`src/rtl/tiny8_multicycle_ctrl.sv`:
```
// tiny8 multi-cycle control FSM: fetch (1..IR_BYTES bytes), decode, execute and
// memory phases with a memory-wait timeout, plus absorbing HALT and FAULT states.
module tiny8_multicycle_ctrl #(
    parameter int unsigned OPCODE_W    = 4,
    parameter int unsigned IR_BYTES    = 1,
    parameter int unsigned MEM_TIMEOUT = 16
) (
    input  logic                clk,
    input  logic                rst_n,
    input  logic [OPCODE_W-1:0] opcode,
    input  logic                zero,
    input  logic                mem_resp,
    output logic                mem_read,
    output logic                mem_write,
    output logic                load_pc,
    output logic                load_acc,
    output logic                load_regfile,
    output logic                load_ir,
    output logic [1:0]          ir_byte_sel,
    output logic                pcmux_sel,
    output logic [1:0]          alumux1_sel,
    output logic                alumux2_sel,
    output logic [1:0]          addrmux_sel,
    output logic [2:0]          alu_op,
    output logic                instr_done,
    output logic                halted,
    output logic                fault
);

    localparam int unsigned WAIT_W    = (MEM_TIMEOUT > 0) ? $clog2(MEM_TIMEOUT + 1) : 1;
    localparam logic [1:0]  LAST_BYTE = 2'(IR_BYTES - 1);

    typedef enum logic [2:0] {
        ST_FETCH, ST_DECODE, ST_EXECUTE, ST_MEMORY, ST_HALT, ST_FAULT
    } state_t;

    typedef enum logic [3:0] {
        OP_NOP, OP_ADD, OP_SUB, OP_AND, OP_OR, OP_XOR, OP_LDI,
        OP_STR, OP_LD, OP_ST, OP_JMP, OP_BRZ, OP_HALT
    } op_t;

    typedef enum logic [2:0] {
        ALU_ADD, ALU_SUB, ALU_AND, ALU_OR, ALU_XOR, ALU_PASSA, ALU_PASSB
    } alu_t;

    state_t            state, state_nxt;
    logic [1:0]        byte_cnt, byte_cnt_nxt;
    logic [WAIT_W-1:0] wait_cnt, wait_cnt_nxt;
    logic              op_illegal;
    logic              mem_phase;
    logic              timeout;

    assign op_illegal = (32'(opcode) > 32'd12);
    assign mem_phase  = (state == ST_FETCH) || (state == ST_MEMORY);
    // mem_resp in the timeout cycle still completes the request normally
    assign timeout    = (MEM_TIMEOUT != 0) && mem_phase && !mem_resp &&
                        (wait_cnt == WAIT_W'(MEM_TIMEOUT));

    // State, fetch byte counter and memory wait counter registers
    always_ff @(posedge clk or negedge rst_n) begin
        if (!rst_n) begin
            state    <= ST_FETCH;
            byte_cnt <= '0;
            wait_cnt <= '0;
        end else begin
            state    <= state_nxt;
            byte_cnt <= byte_cnt_nxt;
            wait_cnt <= wait_cnt_nxt;
        end
    end

    // Next-state and datapath control decode
    always_comb begin
        state_nxt    = state;
        byte_cnt_nxt = byte_cnt;
        mem_read     = 1'b0;
        mem_write    = 1'b0;
        load_pc      = 1'b0;
        load_acc     = 1'b0;
        load_regfile = 1'b0;
        load_ir      = 1'b0;
        ir_byte_sel  = 2'd0;
        pcmux_sel    = 1'b0;
        alumux1_sel  = 2'd0;
        alumux2_sel  = 1'b0;
        addrmux_sel  = 2'd0;
        alu_op       = ALU_ADD;
        instr_done   = 1'b0;
        halted       = 1'b0;
        fault        = 1'b0;

        unique case (state)
            ST_FETCH: begin
                mem_read = 1'b1;
                if (mem_resp) begin
                    load_ir     = 1'b1;
                    ir_byte_sel = byte_cnt;
                    load_pc     = 1'b1;
                    if (byte_cnt != LAST_BYTE) begin
                        byte_cnt_nxt = byte_cnt + 2'd1;
                    end else begin
                        byte_cnt_nxt = '0;
                        state_nxt    = ST_DECODE;
                    end
                end else if (timeout) begin
                    state_nxt = ST_FAULT;
                end
            end
            ST_DECODE: begin
                if (op_illegal) begin
                    state_nxt = ST_FAULT;
                end else begin
                    case (opcode[3:0])
                        OP_NOP: begin
                            instr_done = 1'b1;
                            state_nxt  = ST_FETCH;
                        end
                        OP_HALT: begin
                            instr_done = 1'b1;
                            state_nxt  = ST_HALT;
                        end
                        OP_LD, OP_ST: state_nxt = ST_MEMORY;
                        default:      state_nxt = ST_EXECUTE;
                    endcase
                end
            end
            ST_EXECUTE: begin
                instr_done = 1'b1;
                state_nxt  = ST_FETCH;
                case (opcode[3:0])
                    OP_ADD, OP_SUB, OP_AND, OP_OR, OP_XOR: begin
                        load_acc = 1'b1;
                        alu_op   = 3'(opcode[3:0] - 4'd1);
                    end
                    OP_LDI: begin
                        load_acc    = 1'b1;
                        alumux2_sel = 1'b1;
                        alu_op      = ALU_PASSB;
                    end
                    OP_STR: load_regfile = 1'b1;
                    OP_JMP: begin
                        load_pc   = 1'b1;
                        pcmux_sel = 1'b1;
                    end
                    OP_BRZ: begin
                        load_pc   = zero;
                        pcmux_sel = 1'b1;
                    end
                    default: ;
                endcase
            end
            ST_MEMORY: begin
                addrmux_sel = 2'd1;
                if (opcode[3:0] == OP_ST) begin
                    mem_write = 1'b1;
                end else begin
                    mem_read = 1'b1;
                    if (mem_resp) begin
                        load_acc    = 1'b1;
                        alumux1_sel = 2'd2;
                        alu_op      = ALU_PASSA;
                    end
                end
                if (mem_resp) begin
                    instr_done = 1'b1;
                    state_nxt  = ST_FETCH;
                end else if (timeout) begin
                    state_nxt = ST_FAULT;
                end
            end
            ST_HALT:  halted = 1'b1;
            ST_FAULT: fault  = 1'b1;
            default:  state_nxt = ST_FAULT;
        endcase

        // count only consecutive unanswered cycles within one request
        if ((MEM_TIMEOUT != 0) && mem_phase && !mem_resp && (state_nxt == state))
            wait_cnt_nxt = wait_cnt + 1'b1;
        else
            wait_cnt_nxt = '0;
    end

endmodule

```
`config.mk`:
```
export PLATFORM = sky130hd
export DESIGN_NAME = tiny8_multicycle_ctrl
export DESIGN_NICKNAME = d
export VERILOG_FILES = /design/src/rtl/tiny8_multicycle_ctrl.sv
export SDC_FILE = /design/constraint.sdc
export NUM_CORES = 1
export LEC_CHECK = 0
export CORE_ASPECT_RATIO = 1.25
export CORE_MARGIN = 5
export CORE_UTILIZATION = 39
export CTS_BUF_LIST = sky130_fd_sc_hd__clkbuf_8
export CTS_CLUSTER_DIAMETER = 60
export CTS_CLUSTER_SIZE = 24
export DETAILED_ROUTE_END_ITERATION = 8
export PLACE_DENSITY = 0.77
export SLEW_MARGIN = 15
export SYNTH_ARGS = -nofsm -noshare
export SYNTH_HDL_FRONTEND = slang
export SYNTH_SLANG_ARGS = --single-unit
```
`constraint.sdc`:
```
create_clock -name clk -period 2 [get_ports clk]
set_clock_uncertainty 0.2 [all_clocks]
set_input_delay 0.3 -clock clk [delete_from_list [all_inputs] [get_ports clk]]
set_output_delay 0.3 -clock clk [all_outputs]
set_load 0.005 [all_outputs]
```
### After elaboration in Yosys (flattened, before gate mapping)

Cells that the tools add are included.

| word-level totals | value |
|---|---|
| bits in registers | 10 |
| output and inout port bits | 20 |
| logic and storage cells | 82 |

| operators by class | value |
|---|---|
| equality and inequality tests | 19 |
| mux-type cells | 41 |
| $lt $le $gt $ge | 1 |
| reduce and logical (&&, ||, !) cells | 15 |
| $add $sub $neg | 3 |

Operators by type and width:

| cell | count |
|---|---|
| $mux 3 | 7 |
| $eq 4x4->1 const B | 5 |
| $mux 1 | 18 |
| $eq 4x3->1 const B | 4 |
| $pmux 3 s5 | 1 |
| $mux 2 | 6 |
| $pmux 3 s2 | 2 |
| $pmux 3 s3 | 1 |
| $eq 4x2->1 const B | 2 |
| $pmux 1 s2 | 4 |
| $reduce_or 2->1 | 4 |
| $eq 3x2->1 const B | 2 |
| $eq 3x3->1 const B | 2 |
| $reduce_or 6->1 | 1 |
| $add 5x1->5 const B | 1 |
| $eq 5x5->1 const B | 1 |
| $mux 5 | 1 |
| $reduce_or 5->1 | 1 |
| $eq 4x1->1 const B | 1 |
| $gt 4x4->1 const B | 1 |
| $logic_not 4->1 | 1 |
| $eq 3x1->1 const B | 1 |
| $eq 3x3->1 | 1 |
| $logic_and 1x1->1 | 3 |
| other kinds (8) | 8 |

### Longest topological paths before layout

Gate-level depths: netlist (run 1).

| logic depth | value |
|---|---|
| depth after elaboration | 10 |
| gate-level depth with buffers | 5 |
| gate-level depth less buffers | 5 |

### Worst setup path after synthesis (run 1)

No wires, ideal clock.

| timing | value |
|---|---|
| kind | input -> output |
| start point | input opcode[0] |
| end point | output alu_op[2] |
| setup slack | 0.198 ns |
| stages on the path | 5 |
| required time | 1.500 ns |
| arrival time | 1.302 ns |
| cell sequence | inv_1 -> ha_1 -> or3_1 -> a21oi_1 -> o311ai_1 |

| on the way | value |
|---|---|
| longest elaborated chain between the ends | 4 |
| elaborated cells between the ends (all ways) | 12 |
| classes of those cells | add/sub (1); eq/ne (7); mux (3); reduce/logical (1) |

Ends and longest elaborated chain:

| item | line | source |
|---|---|---|
| start, declared | 10 | `input logic [OPCODE_W-1:0] opcode,` |
| $eq 4x1->1, or another cell as far along | 130 | `case (opcode[3:0])` |
| $reduce_or 5->1 | n/a |  |
| $pmux 3 s2 | 130 |  |
| $pmux 3 s2 * | 92 | `unique case (state)` |
| end, declared | 24 | `output logic [2:0] alu_op,` |

Mark *: on every way between the ends. The rest lies on a longest branch, timed or not.

### Worst setup path in the final report (run 1)

| timing | value |
|---|---|
| start point | register state[2] |
| end point | output alu_op[2] |

| on the way | value |
|---|---|
| longest elaborated chain between the ends | 2 |
| elaborated cells between the ends (all ways) | 3 |
| classes of those cells | eq/ne (2); mux (1) |

Ends and longest elaborated chain:

| item | line | source |
|---|---|---|
| start, declared | 46 | `state_t state, state_nxt;` |
| start signal, assigned | 66 | `state <= state_nxt;` |
| $eq 3x2->1 | 92 |  |
| $pmux 3 s2 * | 92 |  |

Marked as above.

==> results.toml, run 1 <==
[status]
status = "finished with violations"
failed_checks = "setup timing"

[worst_setup_path]
r2r_setup_slack_ns = 0.20
r2r-end = "wait_cnt[4]$_DFF_PN0_"
path_max_fanout = 4
start_kind = "register"
cp.arrival_ns = 1.59
r2r_start = "state[1]$_DFF_PN0_"
worstSetupPathType = "reg -> out"
end_kind = "output pin"
reg2reg_depth = 5
cp.required_ns = 1.50

[synthesis]
synth_area_leaders = "dfrtp_1 (28%), ha_1 (12%), inv_1 (4.6%)"
synth_top_family_by_area = "simple AND/OR/NAND/NOR gates"
synth_compound_area_share_pct = 13.40
ys_seq_area_share_pct = 27.62
yosys.area.top_type = "dfrtp_1"
synthMuxAreaShare_pct = 0
syn_inst = 103
synth_ff_type = "dfrtp_1"
synth_area_um2 = 905.9
yosys.area_share.simple_pct = 30.80
synth_cell_type_count = 36
avgSynthCellArea_um2 = 8.795
ys_ff_latch = 10
ys_warn_count = 0
synth-adder-area-share_pct = 12.43
yosys.area.top_type_share_pct = 27.62
synthArstFlopShare_pct = 100.0
synth-edff-count = 0
synth_xor_xnor_area_share_pct = 5.801

[global_route]
track_usage_pct = 17.71
grt_pass1_vias = 1073
grt_max_degree = 11
grt_remaining_overflow = 0
grt_antenna_before_repair = 0
grt_pass1_wl_um = 4560

[timing]
hold_violations = 0
maxSlewViolCount = 0
fmax_mhz = 479.2
fin_crit_sh_pct = 104.3
setup-violations-final = 8
fin_ws_ns = -0.08682
rsz0062_at_grt = "true"
min_period_ns = 2.087

[cells_and_area]
multi_input_area_um2 = 674.4
register_area_um2 = 252.7
fin_cells = 196
antenna_cells = 0
finalNetCount = 184
fin_util_pct = 70.40
fillers = 171
syn2layout_area_growth_pct = 71.82
layout-drive-gt1-share_pct = 47.27

[die]
core-area_mm2 = 0.002211
initial_core_util_pct = 40.97
die_area_mm2 = 0.003393
fp-row-count = 19
ios = 28
dieHeight_um = 63.89
die_w_um = 53.11

[min_path]
worstHoldPathType = "in -> async"

[run]
drv_cap = 0

[detailed_routing]
drt_wl_total_um = 2708
drtPass1Iterations = 4
drt-initial-drc-count = 15
postRouteAntennaNets = 0
wl_per_cell_um = 13.82
num_vias = 944
top_layer = "met4"
met3WireLength_um = 139
viasPerCell = 4.816
dr_wl_met2_um = 1528
routedLengthMet1_um = 1021
drc_errors = 0

[clocking]
path_clk_slew_ns = 0.05
clk_latency_ns = 0.23
htreeDepth = 1
hold_buffers = 0
cts_sinks = 10
cts_tree = "done"
cts_buffers = 3
clockBufferDepth = 2
root_buffer = "clkbuf_8"

[placed_design]
gp_congestion = 0.8163
dp.cells = 178
place_hpwl_um = 1968
pre_cts_slack_ns = -0.8351
io_buffers = 25

[pwr]
ir_drop_mv = 0.3100
leakage_nw = 0.7503
power_density_mw_per_mm2 = 552.0
## flip-flops by register name, summed over array words and instances (netlist names)
signal    count
byte_cnt      2
state         3
wait_cnt      5
## layout make-up
class                           count  area share, %
Tap cell                           31          2.492
Inverter                           11          2.653
Sequential cell                    10          16.24
Timing Repair Buffer               65          32.64
Multi-Input combinational cell     76          43.33
Clock buffer                        3          2.653
## where the power goes
group,total (mW),internal (mW),switching (mW)
clock,0.203,0.131,0.0722
sequential,0.271,0.234,0.0363
combinational,0.385,0.218,0.167
total,0.859,0.584,0.275
## cell usage after synthesis, types with 2 or more instances
| library cell | count |
|---|---|
| and2_1 | 4 |
| nor3b_1 | 3 |
| o21ai_0 | 2 |
| nand3b_1 | 2 |
| buf_2 | 3 |
| nand2_1 | 3 |
| inv_1 | 11 |
| ha_1 | 9 |
| a21oi_1 | 3 |
| xor2_1 | 3 |
| nand2b_1 | 2 |
| o21bai_1 | 2 |
| buf_4 | 4 |
| o31ai_1 | 3 |
| nor2_1 | 11 |
| dfrtp_1 | 10 |
| nand3_1 | 4 |
| xnor2_1 | 3 |
| o211ai_1 | 2 |
| or3_1 | 3 |
## layer usage
layer | GRT usage, % | vias up
met5 | 0 | -
met4 | 6.709 | 0
met3 | 5.116 | 2
met2 | 34.94 | 21
met1 | 16.05 | 440
li1 | - | 481
## worst max-delay path, cell delays in order, from the launching register on
cell and delay (ns):
dfrtp_2 0.46, buf_6 0.13, and3b_1 0.23, buf_4 0.13, nand3_4 0.06, buf_6 0.13, o311ai_2 0.06, buf_2 0.16
## layout by cell type, fill, tap and decap left out, types with 2 or more instances in the layout
cell type and count:
buf_4 31, or3_1 3, dlygate4sd2_1 3, ha_4 2, dfrtp_2 2, clkdlybuf4s15_1 2
o21bai_1 2, clkdlybuf4s50_1 3, nand3_1 2, clkbuf_8 3, conb_1 2, nor4b_4 2
inv_1 10, nand2_1 2, xor2_1 3, o211ai_1 2, dfrtp_1 8, a21oi_1 2
xnor2_1 3, and2_1 4, nand2b_1 2, nand3_4 2, o31ai_1 2, nor2_1 10
nand3b_1 2, buf_2 12, ha_1 6, buf_6 10, nor3b_1 3, clkbuf_2 3
o21ai_0 2
## kinds of logic after synthesis
group / after synthesis
buffers and inverters: 18
other: 1
adders and majority gates: 9
DFF: 10
xor gates and xnor gates: 6
and+or+nand+nor: 42
AOI/OAI and AO/OA: 17
## how the worst max path moves through the flow
stage | slack [ns] | endpoint | from | cells past startpoint
6_report | -0.09 | alu_op[2] | state[2]$_DFF_PN0_ | 7
5_1_grt | -0.18 | alu_op[1] | state[1]$_DFF_PN0_ | 5
4_1_cts | -0.09 | alu_op[2] | opcode[0] | 8
3_5_place_dp | -0.84 | alu_op[2] | opcode[0] | 7
3_3_place_gp | -0.75 | alu_op[2] | opcode[0] | 7
2_1_floorplan | 0.20 | alu_op[2] | opcode[0] | 5
## per-stage QoR
step | setup TNS [ns] | hold WS (ns) | instance area [µm²] | power [mW]
after global routing | -1.061 | 0.2307 | 1556 | 0.9157
final | -0.4421 | 0.1877 | 1556 | 0.8592
after floorplan | 0 | -0.1956 | 909.6 | 0.4192
after CTS | -0.3758 | 0.1929 | 1500 | 0.8190
after detailed placement | -8.191 | 0.2715 | 1341 | 0.5879
after global placement | -7.547 | 0.2687 | 1341 | 0.5743
## timing repair
action / 4_1_cts / 5_1_grt
gates resized for setup: 82 / 20
gates cloned: 0 / 0
buffers inserted: 13 / 4
pin swaps: 8 / 3
endpoints found under the setup margin: 19 / 15
(Power assumes the default switching activity.)
==> run 2: changes to the inputs <==
--- a/config.mk
+++ b/config.mk
@@ -5,13 +5,14 @@
 export SDC_FILE = /design/constraint.sdc
 export NUM_CORES = 1
 export LEC_CHECK = 0
-export CORE_ASPECT_RATIO = 1.25
+export CORE_ASPECT_RATIO = 1.1
 export CORE_MARGIN = 5
 export CORE_UTILIZATION = 39
 export CTS_BUF_LIST = sky130_fd_sc_hd__clkbuf_8
 export CTS_CLUSTER_DIAMETER = 60
 export CTS_CLUSTER_SIZE = 24
 export DETAILED_ROUTE_END_ITERATION = 8
+export MAX_ROUTING_LAYER = met4
 export PLACE_DENSITY = 0.77
 export SLEW_MARGIN = 15
 export SYNTH_ARGS = -nofsm -noshare
==> constraint.sdc (replaced) <==
create_clock -name clk -period 1.98 [get_ports clk]
set_clock_uncertainty 0.2 [all_clocks]
set_input_delay 0.297 -clock clk [delete_from_list [all_inputs] [get_ports clk]]
set_output_delay 0.297 -clock clk [all_outputs]
set_load 0.005 [all_outputs]
==> run 2 against run 1 <==
  * The run still ends with setup timing left
  * Sequential power is 3% higher
  * Hold slack got worse by 0.021 ns
  * Clock power increased by 28%
==> results.toml, run 2 (synthesis gave the netlist of run 1 again) <==
[detailed_routing]
wl_per_cell_um = 16.19
postRouteAntennaNets = 0
drt-initial-drc-count = 26
drc_errors = 0
viasPerCell = 5.332
drt_wl_total_um = 3222
num_vias = 1061
drtPass1Iterations = 4

[die]
die_area_mm2 = 0.003387
core-area_mm2 = 0.002230
fp-row-count = 18
die_w_um = 55.95
ios = 28
dieHeight_um = 60.55
initial_core_util_pct = 40.63

[worst_setup_path]
cp.arrival_ns = 1.63
worstSetupPathType = "in -> out"
cp.required_ns = 1.48
start_kind = "input pin"
end_kind = "output pin"
path_max_fanout = 4

[cells_and_area]
final_common_cell = "buf_4"
fin_cells = 199
fin_util_pct = 73.46
largest_reg_flops = 5
layout-drive-gt1-share_pct = 50.89
antenna_cells = 0
finalNetCount = 187
layout_common_cells = "buf_4 (31), buf_6 (16), inv_1 (10), nor2_1 (10), buf_2 (10)"
top_regs = "wait_cnt: 5 flops, state: 3 flops, byte_cnt: 2 flops"
syn2layout_area_growth_pct = 80.80
top_register = "wait_cnt"

[status]
failed_checks = "setup timing"
status = "finished with violations"

[global_route]
grt_pass1_wl_um = 4892
grt_pass1_vias = 1092
grt_antenna_before_repair = 0
track_usage_pct = 19.36
grt_max_degree = 11
grt_remaining_overflow = 0

[pwr]
ir_drop_mv = 0.4261
leakage_nw = 0.8025
power_density_mw_per_mm2 = 574.9

[run]
drv_cap = 0

[clocking]
clk_latency_ns = 0.24
htreeDepth = 1
cts_tree = "done"
hold_buffers = 0
clockBufferDepth = 2
root_buffer = "clkbuf_8"
cts_buffers = 3
cts_sinks = 10
path_clk_slew_ns = 0.05

[timing]
fin_crit_sh_pct = 107.2
fin_ws_ns = -0.1428
maxSlewViolCount = 0
hold_violations = 0
fmax_mhz = 471.1
min_period_ns = 2.123
setup-violations-final = 8
rsz0062_at_grt = "true"

[placed_design]
io_buffers = 25
place_hpwl_um = 1958
gp_congestion = 0.7670
pre_cts_slack_ns = -0.8315
dp.cells = 179

[min_path]
worstHoldPathType = "in -> async"
-- run 2: worst paths after layout --
path | startpoint | endpoint | slack (ns) | cells past startpoint
setup / recovery | opcode[0] | alu_op[1] | -0.14 | 8
hold / removal | rst_n | wait_cnt[0]$_DFF_PN0_ | 0.17 | 1
setup reg to reg | state[1]$_DFF_PN0_ | wait_cnt[2]$_DFF_PN0_ | 0.13 | 5
hold reg to reg | wait_cnt[0]$_DFF_PN0_ | wait_cnt[0]$_DFF_PN0_ | 0.28 | 1
max in group asynchronous | rst_n | state[0]$_DFF_PN0_ | 1.09 | 1
min in group clk | wait_cnt[0]$_DFF_PN0_ | wait_cnt[0]$_DFF_PN0_ | 0.28 | 1
-- run 2: metrics by stage --
| step | TNS, ns | power [mW] | hold WS (ns) | instance area, µm² |
|---|---|---|---|---|
| after CTS | -1.223 | 0.8622 | 0.1815 | 1519 |
| final | -0.6840 | 0.9415 | 0.1671 | 1638 |
| after detailed placement | -8.485 | 0.5835 | 0.2802 | 1355 |
| after global placement | -7.895 | 0.5716 | 0.2652 | 1355 |
| after floorplan | 0 | 0.4235 | -0.1986 | 909.6 |
| after global routing | -1.497 | 0.9964 | 0.2093 | 1638 |
-- run 2: power by group --
part	internal, mW	switching, mW	total [mW]	leakage, nW
registers	0.236	0.0415	0.278	0.128
logic	0.218	0.187	0.405	0.646
clock network	0.175	0.0838	0.259	0.0288
-- run 2: metal layers --
layer | vias up | wire [µm] | track usage, %
li1 | 485 | - | -
met1 | 515 | 1212 | 19.32
met2 | 48 | 1672 | 35.81
met3 | 13 | 171 | 3.830
met4 | 0 | 165 | 11.19
met5 | - | 0 | -
-- run 2: layout make-up --
type	count	area (µm²)
Clock buffer	4	55.05
Fill cell	142	591.8
Inverter	11	41.29
Multi-Input combinational cell	76	691.9
Sequential cell	10	252.7
Tap cell	30	37.54
Timing Repair Buffer	68	559.3
-- run 2: timing repair --
| action | in CTS | in global routing |
|---|---|---|
| setup endpoints to repair | 20 | 17 |
| gates cloned | 0 | 0 |
| buffers inserted | 11 | 7 |
| gates resized for setup | 75 | 36 |
| pin swaps | 11 | 11 |
-- run 2: critical path, stage by stage --
cell and delay [ns]:
buf_6 0.09, buf_6 0.11, ha_4 0.15, or3_1 0.40, a21oi_4 0.24, buf_4 0.15
o31ai_2 0.05, buf_2 0.12
